$ cat src/rtl/mips_ctl_pkg.sv
// Shared constants and types for the multicycle MIPS main controller:
// state encodings, opcodes, aluop codes and the decoded control word.
package mips_ctl_pkg;

  localparam int OP_W = 6;
  localparam int ST_W = 4;

  typedef enum logic [3:0] {
    FETCH   = 4'd0,
    DECODE  = 4'd1,
    MEMADR  = 4'd2,
    MEMRD   = 4'd3,
    MEMWB   = 4'd4,
    MEMWR   = 4'd5,
    RTYPEEX = 4'd6,
    RTYPEWB = 4'd7,
    BEQEX   = 4'd8,
    ADDIEX  = 4'd9,
    ADDIWB  = 4'd10,
    JEX     = 4'd11
  } state_t;

  localparam logic [OP_W-1:0] OP_RTYPE = 6'b000000;
  localparam logic [OP_W-1:0] OP_LW    = 6'b100011;
  localparam logic [OP_W-1:0] OP_SW    = 6'b101011;
  localparam logic [OP_W-1:0] OP_BEQ   = 6'b000100;
  localparam logic [OP_W-1:0] OP_ADDI  = 6'b001000;
  localparam logic [OP_W-1:0] OP_J     = 6'b000010;

  localparam logic [1:0] ALU_ADD   = 2'b00;
  localparam logic [1:0] ALU_SUB   = 2'b01;
  localparam logic [1:0] ALU_FUNCT = 2'b10;

  typedef struct packed {
    logic       pcwrite;
    logic       branch;
    logic       memwrite;
    logic       irwrite;
    logic       regwrite;
    logic       iord;
    logic       alusrca;
    logic [1:0] alusrcb;
    logic [1:0] aluop;
    logic [1:0] pcsrc;
    logic       regdst;
    logic       memtoreg;
  } ctrl_t;

endpackage

$ cat src/rtl/mc_outdec.sv
// Combinational Moore output decoder: current state -> datapath control word.
module mc_outdec
  import mips_ctl_pkg::*;
(
  input  logic [ST_W-1:0] state,
  output ctrl_t           ctrl
);

  // Per-state control word; anything not set stays 0.
  always_comb begin
    ctrl = '0;
    case (state)
      FETCH: begin
        ctrl.alusrcb = 2'b01;
        ctrl.irwrite = 1'b1;
        ctrl.pcwrite = 1'b1;
      end
      DECODE: begin
        ctrl.alusrcb = 2'b11;
      end
      MEMADR: begin
        ctrl.alusrca = 1'b1;
        ctrl.alusrcb = 2'b10;
      end
      MEMRD: begin
        ctrl.iord = 1'b1;
      end
      MEMWB: begin
        ctrl.memtoreg = 1'b1;
        ctrl.regwrite = 1'b1;
      end
      MEMWR: begin
        ctrl.iord     = 1'b1;
        ctrl.memwrite = 1'b1;
      end
      RTYPEEX: begin
        ctrl.alusrca = 1'b1;
        ctrl.aluop   = ALU_FUNCT;
      end
      RTYPEWB: begin
        ctrl.regdst   = 1'b1;
        ctrl.regwrite = 1'b1;
      end
      BEQEX: begin
        ctrl.alusrca = 1'b1;
        ctrl.aluop   = ALU_SUB;
        ctrl.pcsrc   = 2'b01;
        ctrl.branch  = 1'b1;
      end
      ADDIEX: begin
        ctrl.alusrca = 1'b1;
        ctrl.alusrcb = 2'b10;
        ctrl.aluop   = ALU_ADD;
      end
      ADDIWB: begin
        ctrl.regwrite = 1'b1;
      end
      JEX: begin
        ctrl.pcsrc   = 2'b10;
        ctrl.pcwrite = 1'b1;
      end
      default: begin
        ctrl = '0;
      end
    endcase
  end

endmodule

$ cat src/rtl/mc_maindec.sv
// Multicycle MIPS main control FSM: state register, next-state logic,
// PC enable gate and reset gating of the write enables.
module mc_maindec
  import mips_ctl_pkg::*;
#(
  parameter int OPW = 6,
  parameter int STW = 4
) (
  input  logic           clk,
  input  logic           reset,
  input  logic [OPW-1:0] op,
  input  logic           zero,
  output logic           pcen,
  output logic           memwrite,
  output logic           irwrite,
  output logic           regwrite,
  output logic           iord,
  output logic           alusrca,
  output logic [1:0]     alusrcb,
  output logic [1:0]     aluop,
  output logic [1:0]     pcsrc,
  output logic           regdst,
  output logic           memtoreg,
  output logic           badop,
  output logic [STW-1:0] state
);

  logic [STW-1:0] next_state;
  logic           op_bad;
  ctrl_t          ctrl;

  // State register with synchronous reset to FETCH.
  always_ff @(posedge clk) begin
    if (reset) begin
      state <= FETCH;
    end else begin
      state <= next_state;
    end
  end

  // Next-state logic; op only matters in DECODE and MEMADR.
  always_comb begin
    next_state = FETCH;
    op_bad     = 1'b0;
    case (state)
      FETCH:   next_state = DECODE;
      DECODE: begin
        case (op)
          OP_LW, OP_SW: next_state = MEMADR;
          OP_RTYPE:     next_state = RTYPEEX;
          OP_BEQ:       next_state = BEQEX;
          OP_ADDI:      next_state = ADDIEX;
          OP_J:         next_state = JEX;
          default: begin
            next_state = FETCH;
            op_bad     = 1'b1;
          end
        endcase
      end
      MEMADR: begin
        if (op == OP_LW) begin
          next_state = MEMRD;
        end else if (op == OP_SW) begin
          next_state = MEMWR;
        end else begin
          next_state = FETCH;
        end
      end
      MEMRD:   next_state = MEMWB;
      RTYPEEX: next_state = RTYPEWB;
      ADDIEX:  next_state = ADDIWB;
      default: next_state = FETCH;
    endcase
  end

  mc_outdec u_outdec (
    .state (state),
    .ctrl  (ctrl)
  );

  // Write enables are suppressed while reset is held so an aborted
  // instruction cannot complete a partial writeback.
  always_comb begin
    pcen     = ~reset & (ctrl.pcwrite | (ctrl.branch & zero));
    memwrite = ~reset & ctrl.memwrite;
    irwrite  = ~reset & ctrl.irwrite;
    regwrite = ~reset & ctrl.regwrite;
    badop    = ~reset & op_bad;
    iord     = ctrl.iord;
    alusrca  = ctrl.alusrca;
    alusrcb  = ctrl.alusrcb;
    aluop    = ctrl.aluop;
    pcsrc    = ctrl.pcsrc;
    regdst   = ctrl.regdst;
    memtoreg = ctrl.memtoreg;
  end

endmodule
$ cat config.mk
export PLATFORM = sky130hd
export DESIGN_NAME = mc_maindec
export DESIGN_NICKNAME = d
export VERILOG_FILES = /design/src/rtl/mips_ctl_pkg.sv /design/src/rtl/mc_outdec.sv /design/src/rtl/mc_maindec.sv
export SDC_FILE = /design/constraint.sdc
export NUM_CORES = 1
export LEC_CHECK = 0
export BUFFER_PORTS_ARGS = -buffer_cell sky130_fd_sc_hd__buf_2
export CORE_UTILIZATION = 33
export DETAILED_ROUTE_END_ITERATION = 10
export HOLD_SLACK_MARGIN = 0.02
export PLACE_DENSITY = 0.75
export SKIP_CTS_REPAIR_TIMING = 1
export SLEW_MARGIN = 20
export SYNTH_ARGS = -nofsm -noshare
export SYNTH_HDL_FRONTEND = slang
export SYNTH_SLANG_ARGS = --single-unit
$ cat constraint.sdc
create_clock -name clk -period 4.2 [get_ports clk]
set_input_delay 0.42 -clock clk [delete_from_list [all_inputs] [get_ports clk]]
set_output_delay 0.42 -clock clk [all_outputs]
set_load 0.03 [all_outputs]
After elaboration in Yosys (flattened, before gate mapping):

Index checks and enable logic that the tools add are counted.

* register bits: 4
* bits in latches: 0
* bits in writable memories: 0
* memory bits (read-only): 0
* logic and storage cells: 52
* memories kept: 0

* $add $sub $neg: 0
* multiply operators: 0
* divide/modulo/power cells: 0
* $lt $le $gt $ge: 0
* equality and inequality tests: 16
* shift-type cells: 0
* mux-type cells: 18
* bitwise operators: 8
* reductions and logical operators: 9

Operator list (number)
* $pmux 4 s6: 1
* $pmux 4 s5: 1
* $eq 4x3->1 const B: 4
* $eq 4x4->1 const B: 4
* $eq 6x6->1 const B: 2
* $mux 1: 11
* $eq 4x2->1 const B: 2
* $pmux 2 s2: 2
* $reduce_or 2->1: 4
* $and 1x1->1: 6
* $eq 6x2->1 const B: 1
* $eq 6x3->1 const B: 1
* $eq 6x4->1 const B: 1
* $logic_not 6->1: 1
* $mux 3: 2
* $pmux 2 s3: 1
* $reduce_or 6->1: 1
* $eq 4x1->1 const B: 1
* $logic_not 4->1: 1
* $reduce_or 4->1: 1
* $reduce_or 3->1: 1
* $not 1->1: 1
* $or 1x1->1: 1

Longest topological paths before layout:

Gate-level depths: netlist of run 1.

* word-level depth: 5
* mapped depth: 5
* depth with buffers taken out: 4

Modules after synthesis:

Synthesis of run 1 repeated with hierarchy kept, for this count alone.

* cells, all modules: 74
* area, all modules: 518.0 sq um

By module, submodules not included
* mc_maindec: instances 1, cells an instance 47, area an instance 345.3 sq um
* mc_outdec: instances 1, cells an instance 27, area an instance 172.7 sq um

Least setup slack after synthesis of run 1:

No wires, ideal clock.

* kind: register -> output
* from: register state[3]
* to: output port pcen
* arrival: 2354 ps
* required time: 3780 ps
* path slack: 1426 ps
* stages on the path, launching flop included: 6
* buffers on the path: 1
* path through: dfxtp_1 buf_2 or2b_1 nor3_1 a21oi_1 o21bai_1

* cells in the longest elaborated chain, start to end: 5
* elaborated cells on any way between the ends: 9
* classes of those cells: 2 x eq/ne; 2 x mux; 3 x bitwise; 2 x reduce/logical

Ends and longest elaborated chain
* from (decl): line mc_maindec.sv:25 `output logic [STW-1:0] state`
* from (signal assigned): line mc_maindec.sv:37 `state <= next_state;`
* $eq 4x4->1 / $logic_not 4->1 (equally long branches): line mc_outdec.sv:12 `case (state)`
* $reduce_or 2->1 (no source line) / $mux 1 (equally long branches)
* $mux 1 / $and 1x1->1 (equally long branches): line mc_outdec.sv:12, mc_maindec.sv:84
* $or 1x1->1 (*): line mc_maindec.sv:84 `pcen = ~reset & (ctrl.pcwrite | (ctrl.branch & zero));`
* $and 1x1->1 (*): line mc_maindec.sv:84
* to (decl): line mc_maindec.sv:13 `output logic pcen,`

Mark *: on every way between the ends. The rest lies on a longest branch, timed or not.

Worst setup path in the final report of run 1:

Ends and elaborated chain as after synthesis.

==> impl_metrics.ini, run 1 <==
[run_status]
status = finished, final reports clean

[die]
rows = 13
core_um2 = 1300
ios = 28
dieArea_um2 = 1540
initial_core_util = 0.353
die_w_um = 39.3
die_h_um = 39.3

[timing]
slew_headroom = 0.685
hold_viol = 0
finalCriticalPeriod_ns = 2.06
slew_viol_final = 0
tns_ns = 0
fmax_mhz = 486
fin_crit_sh = 0.490
worst_slack_ns = 2.14
finClkSkew_ns = 0.00134
setup_violations = 0
tightest_slew_ns = 0.469
whs_ns = 0.453
rsz0062_at_grt = no

[cts]
clk_latency_ns = 0.23
cts.sinks = 4
h-tree-depth = 1
worst_setup_hold_path_clk_slew_ns = 0.04
cts_tree = built
clk_path_buf_depth = 2
cts_buffers = 3
root_buffer = clkbuf_4

[drt]
num_vias = 592
dr.pass1.iters = 4
routedWlPerCell_um = 11.1
wl_mm = 1.25
drt_iter0_drc = 5
viasPerCell = 5.29
ant_nets = 0
drc_errors = 0

[cells_and_area]
final.fill_count = 134
finalInstanceArea_um2 = 608
top_register = state
final_util = 0.467
diodes = 0
final_layout_size_suffix_gt1_frac = 0.330
nets = 108
largest_registers = state x4
multi_input_area_um2 = 344
regArea_um2 = 80.1
syn2layout_area_growth_pct = 32.4
largest_reg_flops = 4

[synthesis]
ys_async_sr_fraction = 0
synth_top_flop_cell = dfxtp_1
yosysWarnings = 0
synth_cell_types = 29
netlist_instances = 72
synth.ff_latch_count = 4
synth.avg_cell_area_um2 = 6.38
synth_area_um2 = 459
synth_nets = 81
synth_seq_area_share = 0.174
synth_edf_count = 0

[worst_setup_path]
endpoint_kind = primary output
critPathKind = reg -> out
cp.required_ns = 3.78
crit_path_max_fanout = 10
startpoint_type = register
crit_arrival_ns = 1.64

[placement]
io_buffers = 27
dpl_cell_area_um2 = 586
dp_hpwl_um = 974
post-place-ws_ns = 2.16
place_congestion = 0.829

[grt]
grt_pass1_vias = 454
grt_max_degree = 15
overflow = 0
grt_pass1_wl_mm = 1.89
grt_use_total = 0.177
antenna_found_initial = 0

[power_and_ir_drop]
power_density_nw_per_um2 = 213
vdd.ir_drop.worst_v = 0.000110
p_leak_nw = 0.302

[hold_path]
hp-class = in -> reg

[flow_run]
drv_cap = 0
## metal layers
| metal | vias up | track usage | routed length, um |
|---|---|---|---|
| li1 | 307 | - | - |
| met1 | 267 | 0.233 | 578 |
| met2 | 18 | 0.300 | 617 |
| met3 | 0 | 0.0511 | 49 |
| met4 | 0 | 0 | 0 |
| met5 | - | 0 | 0 |
## where the power goes
group | switching [W] | internal (W)
sequential | 0.00000352 | 0.0000394
combinational | 0.0000247 | 0.0000136
clock | 0.0000165 | 0.0000320
## layout by cell type (no fill, tap or decap), types with 2 or more instances in the layout
master	n
clkbuf_4	3
nand2_1	7
nand2b_1	3
inv_1	2
or3_1	2
nor3_1	7
nor2_1	11
o21bai_1	2
a31oi_1	3
o211ai_1	3
buf_2	27
dfxtp_1	4
a21o_1	2
or2b_1	2
nand3_1	3
a211oi_1	2
a21oi_1	4
## cells by family (layout without fill, tap and decap cells)
logic type      after synthesis  count (layout)  share of synthesized area
simple gates                 42              42                      0.469
compound gates               17              17                      0.242
buf+inv                       7              32                     0.0763
flops                         4               4                      0.174
xor+xnor                      2               2                     0.0382
## worst max-delay path, stage by stage (launching register included)
cell,delay (ns)
dfxtp_1,0.48
or2b_1,0.31
nor3_1,0.19
a21oi_1,0.11
o21bai_1,0.12
buf_2,0.21
## stage by stage
stage | cells | power (W)
6_report | 112 | 0.000130
5_1_grt | 112 | 0.000137
4_1_cts | 112 | 0.000132
3_5_place_dp | 109 | 0.0000819
3_3_place_gp | 109 | 0.0000813
2_1_floorplan | 72 | 0.0000686
## cell type report
type	count	share of cell area
clock buffers	3	0.0370
inverters	2	0.0123
multi-input cells	61	0.566
well taps	15	0.0309
flip-flops and latches	4	0.132
repair buffers	27	0.222
## worst paths after layout
| path | startpoint | slack [ns] | end | cells after the start |
|---|---|---|---|---|
| max | state[3] | 2.14 | pcen | 5 |
| max reg2reg | state[2] | 2.56 | state[1] | 4 |
| min reg2reg | state[3] | 0.65 | state[3] | 2 |
| min | reset | 0.45 | state[3] | 2 |
## synth_stat cells, types with 3 or more instances
| cell | n | share of area |
|---|---|---|
| dfxtp_1 | 4 | 0.17 |
| o211ai_1 | 3 | 0.049 |
| nand2b_1 | 3 | 0.041 |
| a31oi_1 | 3 | 0.041 |
| nor3_1 | 7 | 0.076 |
| nand3_1 | 3 | 0.033 |
| nor2_1 | 11 | 0.090 |
| a21oi_1 | 4 | 0.044 |
| nand2_1 | 7 | 0.057 |
(Power assumes the default switching activity.)
==> run 2, diff against run 1 <==
--- a/config.mk
+++ b/config.mk
@@ -5,6 +5,7 @@
 export SDC_FILE = /design/constraint.sdc
 export NUM_CORES = 1
 export LEC_CHECK = 0
+export ABC_AREA = 1
 export BUFFER_PORTS_ARGS = -buffer_cell sky130_fd_sc_hd__buf_2
 export CORE_UTILIZATION = 33
 export DETAILED_ROUTE_END_ITERATION = 10
==> constraint.sdc (replaced) <==
create_clock -name clk -period 1.8 [get_ports clk]
set_input_delay 0.18 -clock clk [delete_from_list [all_inputs] [get_ports clk]]
set_output_delay 0.18 -clock clk [all_outputs]
set_load 0.03 [all_outputs]
==> run 2 against run 1 <==
Non-clock buffer count did not move. Hold slack got worse by 0.26 ns. Sequential share of layout area fell by 2.0 points. Area after synthesis rose by 15%. Largest cell class unchanged. Highest routed layer is now met4.
==> impl_metrics.ini, run 2 <==
[run_status]
status = finished, final reports clean

[worst_setup_path]
cp.required_ns = 1.62
crit_path_top_delay_cell = dfxtp_1
crit_arrival_ns = 1.46
startpoint_type = register
critPathBufInv = 3
path_cells = inv_2, nor2_2, inv_2, nor2_2, nand2_1, nor3_2, buf_2
critPathMaxStageDelay_ns = 0.34
r2r_setup_slack_ns = 0.66
path_delay_family = simple AND/OR/NAND/NOR gates
endpoint_kind = primary output
crit_path_max_fanout = 4
critPathKind = reg -> out

[timing]
setup_violations = 0
finalCriticalPeriod_ns = 1.64
tightest_slew_ns = 0.248
slew_viol_final = 0
finClkSkew_ns = 0.00425
fmax_mhz = 610
tns_ns = 0
slew_headroom = 0.834
hold_viol = 0
rsz0062_at_grt = no
whs_ns = 0.193
fin_crit_sh = 0.911

[cells_and_area]
top_register = state
final_cell_mix = 27 x buf_2, 21 x nand2_1, 21 x nor2_1, 13 x inv_1, 10 x inv_2
nets = 143
final_util = 0.475
largest_registers = state x4
syn2layout_area_growth_pct = 35.2
final_common_cell = buf_2
largest_reg_flops = 4
final_layout_size_suffix_gt1_frac = 0.417
diodes = 0

[synthesis]
synth.avg_cell_area_um2 = 5.19
ys_async_sr_fraction = 0
synth_edf_count = 0
synth_top_area_share = 0.151
yosys.area.top_type = dfxtp_1
synth_cell_types = 16
synth_area_um2 = 529
synthTopCellsByCount = 21 x nand2_1, 21 x nor2_1, 13 x inv_1
synth_seq_area_share = 0.151
synth_nets = 111
netlist_instances = 102
yosysWarnings = 0
synth.ff_latch_count = 4
synth_top_flop_cell = dfxtp_1
synth_area_leaders = dfxtp_1 15%, nand2_1 15%, nor2_1 15%

[power_and_ir_drop]
power_density_nw_per_um2 = 433
clock_power_share = 0.374
intPower_w = 0.000197
power_switching_w = 0.000113
seqPwrFrac = 0.303
p_sw_frac = 0.364
vdd.ir_drop.worst_v = 0.000264
power_frac_comb = 0.323
p_leak_nw = 0.469

[die]
die_h_um = 42.0
core_um2 = 1510
ios = 28
rows = 14
die_w_um = 42.0
dieArea_um2 = 1770
initial_core_util = 0.351

[drt]
dr.pass1.iters = 4
routedWlPerCell_um = 9.01
drc_errors = 0
ant_nets = 0
num_vias = 693
viasPerCell = 4.68
drt_iter0_drc = 17
wl_mm = 1.33

[flow_run]
drv_cap = 0

[grt]
antenna_found_initial = 0
grt_max_degree = 7
grt_use_total = 0.167
grt_pass1_vias = 600
overflow = 0
grt_pass1_wl_mm = 2.32

[cts]
cts_buffers = 3
root_buffer = clkbuf_4
clk_path_buf_depth = 2
cts.sinks = 4
clk_latency_ns = 0.24
cts_tree = built
worst_setup_hold_path_clk_slew_ns = 0.04
h-tree-depth = 1

[hold_path]
hp-class = in -> reg

[placement]
dp_hpwl_mm = 1.15
io_buffers = 27
place_congestion = 0.850
[run 2: metrics by stage]
step | std cells | setup WS (ns) | power (W) | area, um2
floorplan | 102 | 0.0377 | 0.000164 | 538
global placement | 145 | 0.427 | 0.000194 | 693
detailed placement | 145 | 0.424 | 0.000195 | 693
CTS | 148 | 0.159 | 0.000315 | 716
global route | 148 | 0.0584 | 0.000330 | 716
finish | 148 | 0.161 | 0.000310 | 716
[run 2: final timing paths]
check                start       end  depth (start not counted)
setup / recovery  state[0]     badop                          7
hold / removal       reset  state[1]                          2
setup reg to reg  state[0]  state[0]                          8
hold reg to reg   state[2]  state[3]                          3
[run 2: final cells by class]
| class | instances | area (um2) |
|---|---|---|
| inverters | 23 | 86.3 |
| repair buffers | 27 | 135 |
| well taps | 16 | 20.0 |
| fillers | 159 | 791 |
| multi-input cells | 75 | 372 |
| flip-flops and latches | 4 | 80.1 |
| clock buffers | 3 | 22.5 |
[run 2: per-layer routing]
metal,track usage,wire (um),share of wire,vias up
li1,-,-,-,372
met1,0.216,633,0.47,295
met2,0.272,615,0.46,21
met3,0.0259,58,0.044,5
met4,0.0750,25,0.019,0
met5,0,0,0,-
[run 2: power groups by stage]
stage	clock network, W	registers, W	logic, W
after floorplan	0	0.000100	0.0000636
after global placement	0	0.0000952	0.0000988
after detailed placement	0	0.0000954	0.0000999
after CTS	0.000121	0.0000939	0.000100
after global routing	0.000125	0.0000943	0.000111
final	0.000116	0.0000940	0.0000999
[run 2: logic make-up after synthesis]
kind of cell           count (synthesis)  synth area share
DFF                                    4             0.151
buffers and inverters                 23             0.163
and+or+nand+nor                       65             0.584
AOI/OAI and AO/OA                     10             0.102
[run 2: worst reg2reg max path: cells and delay by family (launching register included)]
kind                   cells  cell delay, ns
AND/OR/NAND/NOR            6            0.60
buffers and inverters      2            0.14
flip-flops                 1            0.34
==> run 3, diff against run 2 <==
--- a/config.mk
+++ b/config.mk
@@ -10,7 +10,8 @@
 export CORE_UTILIZATION = 33
 export DETAILED_ROUTE_END_ITERATION = 10
 export HOLD_SLACK_MARGIN = 0.02
-export PLACE_DENSITY = 0.75
+export PLACE_DENSITY = 0.72
+export RECOVER_POWER = 25
 export SKIP_CTS_REPAIR_TIMING = 1
 export SLEW_MARGIN = 20
 export SYNTH_ARGS = -nofsm -noshare
==> run 3 against run 2 <==
Via count fell by 2.7%. Cell count did not move. Sequential cell count did not move. Largest cell class unchanged. Sequential power barely moved. Count of clock-buffer cells in the layout did not move. Critical path type unchanged. Worst setup slack got worse by 0.046 ns. Clock power barely moved.
==> impl_metrics.ini, run 3 (synthesis gave the netlist of run 2 again) <==
[cells_and_area]
largest_registers = state x4
top_register = state
multi_input_area_um2 = 369
final.fill_count = 168
regArea_um2 = 80.1
diodes = 0
final_cell_mix = 23 x buf_2, 22 x nand2_1, 21 x nor2_1, 13 x inv_1, 10 x inv_2
nets = 143
largest_reg_flops = 4
final_common_cell = buf_2
final_layout_size_suffix_gt1_frac = 0.379
syn2layout_area_growth_pct = 33.8

[die]
dieArea_um2 = 1770
initial_core_util = 0.351
core_um2 = 1510
die_h_um = 42.0
die_w_um = 42.0
ios = 28
rows = 14

[timing]
rsz0062_at_grt = no
slew_headroom = 0.757
finalCriticalPeriod_ns = 1.69
fmax_mhz = 593
tns_ns = 0
finClkSkew_ns = 0.00985
setup_violations = 0
fin_crit_sh = 0.937
tightest_slew_ns = 0.366
hold_viol = 0
slew_viol_final = 0
worst_slack_ns = 0.114

[worst_setup_path]
crit_path_max_fanout = 4
crit_arrival_ns = 1.51
rr_worst_depth = 9
r2r_setup_slack_ns = 0.61
startpoint_type = register
crit_path_top_delay_cell = dfxtp_1
endpoint_kind = primary output
critPathMaxStageDelay_ns = 0.35
reg2reg_to = state[3]
cp.required_ns = 1.62
reg2reg_from = state[0]
path_cells = inv_2, nand2_1, inv_2, nand2_2, nand2_2, or3_1, buf_2
critPathKind = reg -> out

[grt]
grt_use_total = 0.164
overflow = 0
grt_util_met1 = 0.189
top_usage_layer = met2
antenna_found_initial = 0
met3_usage = 0.0647
grt_use_met2 = 0.275
grt_pass1_vias = 582
grt_pass1_wl_mm = 2.21
grt_max_degree = 7

[power_and_ir_drop]
intPower_w = 0.000196
power_switching_w = 0.000112
power_density_nw_per_um2 = 436
p_sw_frac = 0.364
vdd.ir_drop.worst_v = 0.000353
power_frac_comb = 0.318
clock_power_share = 0.377
p_leak_nw = 0.452
seqPwrFrac = 0.305

[drt]
ant_nets = 0
wl_mm = 1.31
drt_iter0_drc = 4
drc_errors = 0
viasPerCell = 4.55
num_vias = 674
routedWlPerCell_um = 8.86
dr.pass1.iters = 4

[placement]
dp_hpwl_mm = 1.12
post-place-ws_ns = 0.429
place_congestion = 0.861
io_buffers = 27

[run_status]
status = finished, final reports clean

[cts]
clk_path_buf_depth = 2
cts_tree = built
root_buffer = clkbuf_4
clk_latency_ns = 0.25
cts.sinks = 4
cts_buffers = 3
worst_setup_hold_path_clk_slew_ns = 0.04
h-tree-depth = 1

[flow_run]
drv_cap = 0

[hold_path]
hp-start = reset
hp-class = in -> reg
whs_endpoint = state[1]
min_path_cells = 2
[run 3: changes by cell type in the layout (fill, tap and decap cells not counted), sizes merged]
cell	before	now
clkbuf	3	7
buf	27	23
[run 3: stage by stage]
step / std cells / total power [W] / utilization / hold WS, ns / cell area [um2]
floorplan: 102 / 0.000164 / - / 0.249 / 538
global placement: 145 / 0.000194 / 0.460 / 0.455 / 693
detailed placement: 145 / 0.000195 / 0.460 / 0.447 / 693
CTS: 148 / 0.000315 / 0.475 / 0.190 / 716
global route: 148 / 0.000335 / 0.470 / 0.200 / 708
finish: 148 / 0.000308 / 0.470 / 0.191 / 708
[run 3: critical path: cells and delay by family, from the launching register on]
kind                   cells  cell delay (ns)
AND/OR/NAND/NOR            4             0.62
buffers and inverters      3             0.29
flip-flops                 1             0.35
[run 3: worst max path at each step]
| stage | startpoint | to | slack [ns] |
|---|---|---|---|
| 2_1_floorplan | state[3] | pcen | 0.04 |
| 3_3_place_gp | state[0] | badop | 0.42 |
| 3_5_place_dp | state[0] | badop | 0.43 |
| 4_1_cts | state[0] | badop | 0.15 |
| 5_1_grt | state[0] | alusrca | 0.03 |
| 6_report | state[0] | alusrca | 0.11 |
[run 3: power groups by stage]
stage / clock network, W / logic [W] / registers, W
6_report: 0.000116 / 0.0000980 / 0.0000940
5_1_grt: 0.000132 / 0.000109 / 0.0000943
4_1_cts: 0.000121 / 0.0000998 / 0.0000940
3_5_place_dp: 0 / 0.0000994 / 0.0000954
3_3_place_gp: 0 / 0.0000988 / 0.0000953
2_1_floorplan: 0 / 0.0000636 / 0.000100
[run 3: area by class of cell]
class,instances,share of cell area
Clock buffer,3,0.0318
Inverter,23,0.122
Multi-Input combinational cell,75,0.521
Sequential cell,4,0.113
Tap cell,16,0.0283
Timing Repair Buffer,27,0.184
[run 3: layer usage]
metal / wire length [um] / vias to the layer above
met5: 0 / -
met4: 7 / 0
met3: 93 / 2
met2: 626 / 23
met1: 583 / 283
li1: - / 366
